===== src/rtl/myfwdcut_pkg.sv =====
// myfwdcut_pkg: shared constants and helpers for the forward-path timing cut.
// Contents:
//   MIN_STAGES / MAX_STAGES : legal range of the STAGES parameter.
//   stages_in_range()       : elaboration-time range check on STAGES.
package myfwdcut_pkg;

  localparam int MIN_STAGES = 32'sd1;
  localparam int MAX_STAGES = 32'sd4;

  function automatic bit stages_in_range(input int stages);
    return (stages >= MIN_STAGES) && (stages <= MAX_STAGES);
  endfunction

endpackage


===== src/rtl/myfwdcut_stage.sv =====
// myfwdcut_stage: one valid/data register slot of the forward-path cut.
// Ports:
//   clk, rst (async, active-high), flush (sync clear of the valid flop)
//   up_vld / up_rdy / up_data : upstream side; up_rdy is combinational
//   dn_vld / dn_rdy / dn_data : downstream side; dn_vld/dn_data are flops
module myfwdcut_stage
  import myfwdcut_pkg::*;
#(
  parameter int    DW   = 32,
  parameter string NAME = "myfwdcut_stage"
) (
  input  logic          clk,
  input  logic          rst,
  input  logic          flush,
  input  logic          up_vld,
  output logic          up_rdy,
  input  logic [DW-1:0] up_data,
  output logic          dn_vld,
  input  logic          dn_rdy,
  output logic [DW-1:0] dn_data
);

  if (DW < MIN_STAGES) begin : g_bad_dw
    $error("%s: DW must be at least 1", NAME);
  end

  logic          vld_r;
  logic [DW-1:0] data_r;
  logic          rdy_s;

  // An empty slot always accepts; a full one only when its beat leaves.
  assign rdy_s = ~vld_r | dn_rdy;

  // Slot valid flop: flush empties it, otherwise it follows upstream when ready.
  always_ff @(posedge clk or posedge rst) begin
    if (rst) begin
      vld_r <= 1'b0;
    end else if (flush) begin
      vld_r <= 1'b0;
    end else if (rdy_s) begin
      vld_r <= up_vld;
    end else begin
      vld_r <= vld_r;
    end
  end

  // Slot data flop: loads real beats only, so bubbles leave the last payload in place.
  always_ff @(posedge clk or posedge rst) begin
    if (rst) begin
      data_r <= {DW{1'b0}};
    end else if (rdy_s & up_vld & ~flush) begin
      data_r <= up_data;
    end else begin
      data_r <= data_r;
    end
  end

  assign up_rdy  = rdy_s;
  assign dn_vld  = vld_r;
  assign dn_data = data_r;

endmodule


===== src/rtl/myfwdcut.sv =====
// myfwdcut: forward-path timing cut for valid/ready streams.
// Valid and data pass through STAGES register slots (no combinational path
// from i_vld/data_i to the outputs); ready ripples back combinationally with
// bubble collapsing, so one beat per cycle is sustained.
// Ports:
//   clk, rst (async, active-high), flush (sync clear of all slots and count)
//   i_vld / i_rdy / data_i : upstream stream (i_rdy forced low during flush)
//   o_vld / o_rdy / data_o : downstream stream, driven from last slot's flops
//   count                  : registered number of occupied slots
module myfwdcut
  import myfwdcut_pkg::*;
#(
  parameter int    DW     = 32,
  parameter int    STAGES = 2,
  parameter string NAME   = "myfwdcut"
) (
  input  logic                         clk,
  input  logic                         rst,
  input  logic                         flush,
  input  logic                         i_vld,
  output logic                         i_rdy,
  input  logic [DW-1:0]                data_i,
  output logic                         o_vld,
  input  logic                         o_rdy,
  output logic [DW-1:0]                data_o,
  output logic [$clog2(STAGES+1)-1:0]  count
);

  localparam int CW = $clog2(STAGES + 1);

  if (!stages_in_range(STAGES)) begin : g_bad_stages
    $error("%s: STAGES=%0d outside %0d..%0d", NAME, STAGES, MIN_STAGES, MAX_STAGES);
  end

  // Slot 0 faces upstream, slot STAGES-1 faces downstream.
  for (genvar k = 0; k < STAGES; k++) begin : g_slot
    logic          up_vld_s;
    logic [DW-1:0] up_data_s;
    logic          rdy_in_s;
    logic          dn_rdy_s;
    logic          vld_out_s;
    logic [DW-1:0] data_out_s;

    if (k == 0) begin : g_first
      assign up_vld_s  = i_vld;
      assign up_data_s = data_i;
    end else begin : g_chain_in
      assign up_vld_s  = g_slot[k-1].vld_out_s;
      assign up_data_s = g_slot[k-1].data_out_s;
    end

    if (k == STAGES - 1) begin : g_last
      assign dn_rdy_s = o_rdy;
    end else begin : g_chain_out
      assign dn_rdy_s = g_slot[k+1].rdy_in_s;
    end

    myfwdcut_stage #(
      .DW   (DW),
      .NAME (NAME)
    ) u_stage (
      .clk     (clk),
      .rst     (rst),
      .flush   (flush),
      .up_vld  (up_vld_s),
      .up_rdy  (rdy_in_s),
      .up_data (up_data_s),
      .dn_vld  (vld_out_s),
      .dn_rdy  (dn_rdy_s),
      .dn_data (data_out_s)
    );
  end

  logic          acc_s;
  logic          emit_s;
  logic [CW-1:0] count_r;
  logic [CW-1:0] count_nxt_s;

  assign i_rdy  = g_slot[0].rdy_in_s & ~flush;
  assign o_vld  = g_slot[STAGES-1].vld_out_s;
  assign data_o = g_slot[STAGES-1].data_out_s;

  assign acc_s  = i_vld & i_rdy;
  assign emit_s = o_vld & o_rdy;

  // Occupancy update: flush empties everything, else +accept -emit.
  always_comb begin
    count_nxt_s = count_r;
    if (flush) begin
      count_nxt_s = {CW{1'b0}};
    end else begin
      count_nxt_s = count_r + CW'(acc_s) - CW'(emit_s);
    end
  end

  // Occupancy register.
  always_ff @(posedge clk or posedge rst) begin
    if (rst) begin
      count_r <= {CW{1'b0}};
    end else begin
      count_r <= count_nxt_s;
    end
  end

  assign count = count_r;

endmodule


===== config.mk =====
export PLATFORM = sky130hd
export DESIGN_NAME = myfwdcut
export DESIGN_NICKNAME = d
export VERILOG_FILES = /design/src/rtl/myfwdcut_pkg.sv /design/src/rtl/myfwdcut_stage.sv /design/src/rtl/myfwdcut.sv
export SDC_FILE = /design/constraint.sdc
export NUM_CORES = 1
export LEC_CHECK = 0
export CORE_ASPECT_RATIO = 0.6
export CORE_UTILIZATION = 48
export DETAILED_ROUTE_END_ITERATION = 10
export PLACE_DENSITY = 0.86
export SKIP_CTS_REPAIR_TIMING = 1
export SLEW_MARGIN = 20
export SYNTH_ARGS = -nofsm -noshare
export SYNTH_HDL_FRONTEND = slang
export SYNTH_SLANG_ARGS = --single-unit

===== constraint.sdc =====
create_clock -name clk -period 2.6 [get_ports clk]
set_clock_uncertainty 0.05 [all_clocks]
set_input_delay 0.52 -clock clk [delete_from_list [all_inputs] [get_ports clk]]
set_output_delay 0.52 -clock clk [all_outputs]
set_load 0.05 [all_outputs]

==> flow_metrics.env <==
export IMPL_outcome="complete, no violations"
export IMPL_postRouteAntennaNets=0
export IMPL_synth_fp_nets=196
export IMPL_drive_gt1_frac=0.369
export IMPL_yosysTopAreaCellShare=0.620
export IMPL_syn_area_per_cell_um2=17.5
export IMPL_cts_buffer_depth=2
export IMPL_postSynthCellCount=157
export IMPL_final_core_util=0.715
export IMPL_placed_area_mm2=0.00356
export IMPL_ys_seq_area_frac=0.620
export IMPL_final_cell_area_mm2=0.00378
export IMPL_antenna_found_initial=0
export IMPL_cts_tree="yes"
export IMPL_first_pass_iters=4
export IMPL_fillers=355
export IMPL_power_density_mw_per_mm2=968
export IMPL_ir_drop_mv=0.605
export IMPL_die_width_um=99.6
export IMPL_cp_max_fo=3
export IMPL_end_kind="flop"
export IMPL_cts_buffers=9
export IMPL_nNetsFinal=278
export IMPL_multi_input_area_um2=953
export IMPL_wl_per_cell_um=16.0
export IMPL_fin_cells=321
export IMPL_worst_setup_path_type="input pin to flop"
export IMPL_dp_hpwl_um=3510
export IMPL_grt_max_degree=69
export IMPL_ys_ff_latch=68
export IMPL_start_kind="input pin"
export IMPL_yosys_top_cells_area="dfrtp_1 (62%), mux2_4 (16%), mux2_2 (14%), buf_12 (2.2%), ha_1 (0.91%)"
export IMPL_holdPathEnd="g_slot[0].u_stage.dn_data[27]"
export IMPL_period_minus_slack_ps=2330
export IMPL_hp_start="g_slot[0].u_stage.dn_data[27]"
export IMPL_grt_util_all_layers=0.196
export IMPL_grt_overflow_total=0
export IMPL_area_growth_pct=37.7
export IMPL_rrSetupSlack_ps=530
export IMPL_grt_pass1_vias=1680
export IMPL_viasPerCell=4.69
export IMPL_post_place_cells=305
export IMPL_whs_ps=454
export IMPL_cts_htree_levels=3
export IMPL_start_util=0.519
export IMPL_finalCritPeriodShare=0.894
export IMPL_synth_distinct_cells=17
export IMPL_min_path_cells=1
export IMPL_grt_pass1_wl_um=8420
export IMPL_die_y_um=60.6
export IMPL_vias=1504
export IMPL_rsz0062_at_grt="false"
export IMPL_drv_slew=0
export IMPL_timing_rr_start="g_slot[1].u_stage.dn_vld"
export IMPL_tns_ps=0
export IMPL_cts_sinks=68
export IMPL_tightest_slew_ps=593
export IMPL_required_ps=2780
export IMPL_timing_rr_end="count[1]"
export IMPL_p_leak_nw=1.71
export IMPL_placeableCoreArea_mm2=0.00528
export IMPL_critPathLaunch="o_rdy"
export IMPL_num_rows=20
export IMPL_maxCapViolCount=0
export IMPL_diodes=0
export IMPL_hold_viol=0
export IMPL_gp_congestion=0.740
export IMPL_synth_top_cell_by_area="dfrtp_1"
export IMPL_fmax_mhz=430
export IMPL_final_setup_viol_count=0
export IMPL_wirelength_um=5130
export IMPL_slew_headroom=0.605
export IMPL_drt_iter0_markers=38
export IMPL_clk_latency_ps=340
export IMPL_top_level_ports=73
export IMPL_portBuffers=72
export IMPL_drc_errors=0
export IMPL_cp_arrival_ps=2500
export IMPL_yosysWarnings=0
export IMPL_dieArea_mm2=0.00603
export IMPL_synth_area_mm2=0.00274
export IMPL_hp_class="flop to flop"
export IMPL_reg2regPathDepth=8
export IMPL_path_clk_slew_ps=70
export IMPL_root_buffer="clkbuf_8"
export IMPL_register_area_mm2=0.00170
## worst max-delay path by stage
stage                    end  slack [ps]
floorplan           count[1]         170
global route        count[1]         190
global placement    count[1]         -20
finish              count[1]         270
detailed placement  count[1]         -90
CTS                 count[1]         290
## cell usage in the layout, fill, tap and decap left out, drive strengths merged
master / n
and2: 1
and2b: 1
and3b: 1
buf: 7
bufinv: 2
clkbuf: 12
clkdlybuf4s50: 71
clkinv: 1
clkinvlp: 1
dfrtp: 68
ha: 2
inv: 2
mux2: 64
nor2: 6
nor2b: 1
nor3b: 1
or3b: 1
xnor2: 1
xor2: 1
## flip-flops by register name, indices dropped and copies added, names as in the netlist
name,cells
count,2
g_slot.u_stage.dn_data,64
g_slot.u_stage.dn_vld,2
## synth_stat cells
master,n
dfrtp_1,68
xor2_1,1
mux2_4,29
and2_2,1
inv_1,2
or3b_1,1
xnor2_1,1
and2b_2,1
mux2_2,35
buf_2,3
buf_12,3
nor2b_1,1
nor3b_2,1
ha_1,2
and3b_1,1
buf_6,1
nor2_1,6
## stage by stage
stage	setup WS [ps]	power, mW
floorplan	172	2.27
global placement	-17.4	2.70
detailed placement	-85.7	2.73
CTS	289	3.70
global route	194	3.82
finish	274	3.66
## cells by family after synthesis
| group | share of synthesized area |
|---|---|
| fa+ha+maj | 0.00912 |
| simple gates | 0.0274 |
| xor+xnor | 0.00639 |
| mux | 0.302 |
| flops | 0.620 |
| buf+inv | 0.0342 |
## metal layers
metal	part of all wire	up-vias	wire, um	global-route usage
li1	-	710	-	-
met1	0.48	745	2480	0.257
met2	0.45	47	2300	0.300
met3	0.064	2	328	0.0991
met4	0.0027	0	14	0.0378
met5	0	-	0	0
## report_power, final
part	internal (mW)	switching, mW	leakage [nW]
logic	0.539	0.750	0.791
clock network	0.566	0.384	0.107
registers	1.29	0.128	0.810
total	2.39	1.26	1.71
## area by class of cell
cell class              instances  share of cell area
well taps                      77              0.0255
clock buffers                  12              0.0384
repair buffers                 78               0.212
multi-input cells              80               0.252
inverters                       2             0.00199
clock inverters                 4              0.0192
flip-flops and latches         68               0.450
## critical path: stages
cell             delay [ps]
clkdlybuf4s50_1         480
and3b_1                 190
or3b_2                  470
ha_1                    290
inv_1                    40
ha_1                    170
xor2_1                  160
xnor2_1                 130
nor2_1                   50
No activity file was read; power rests on OpenSTA's default activity.
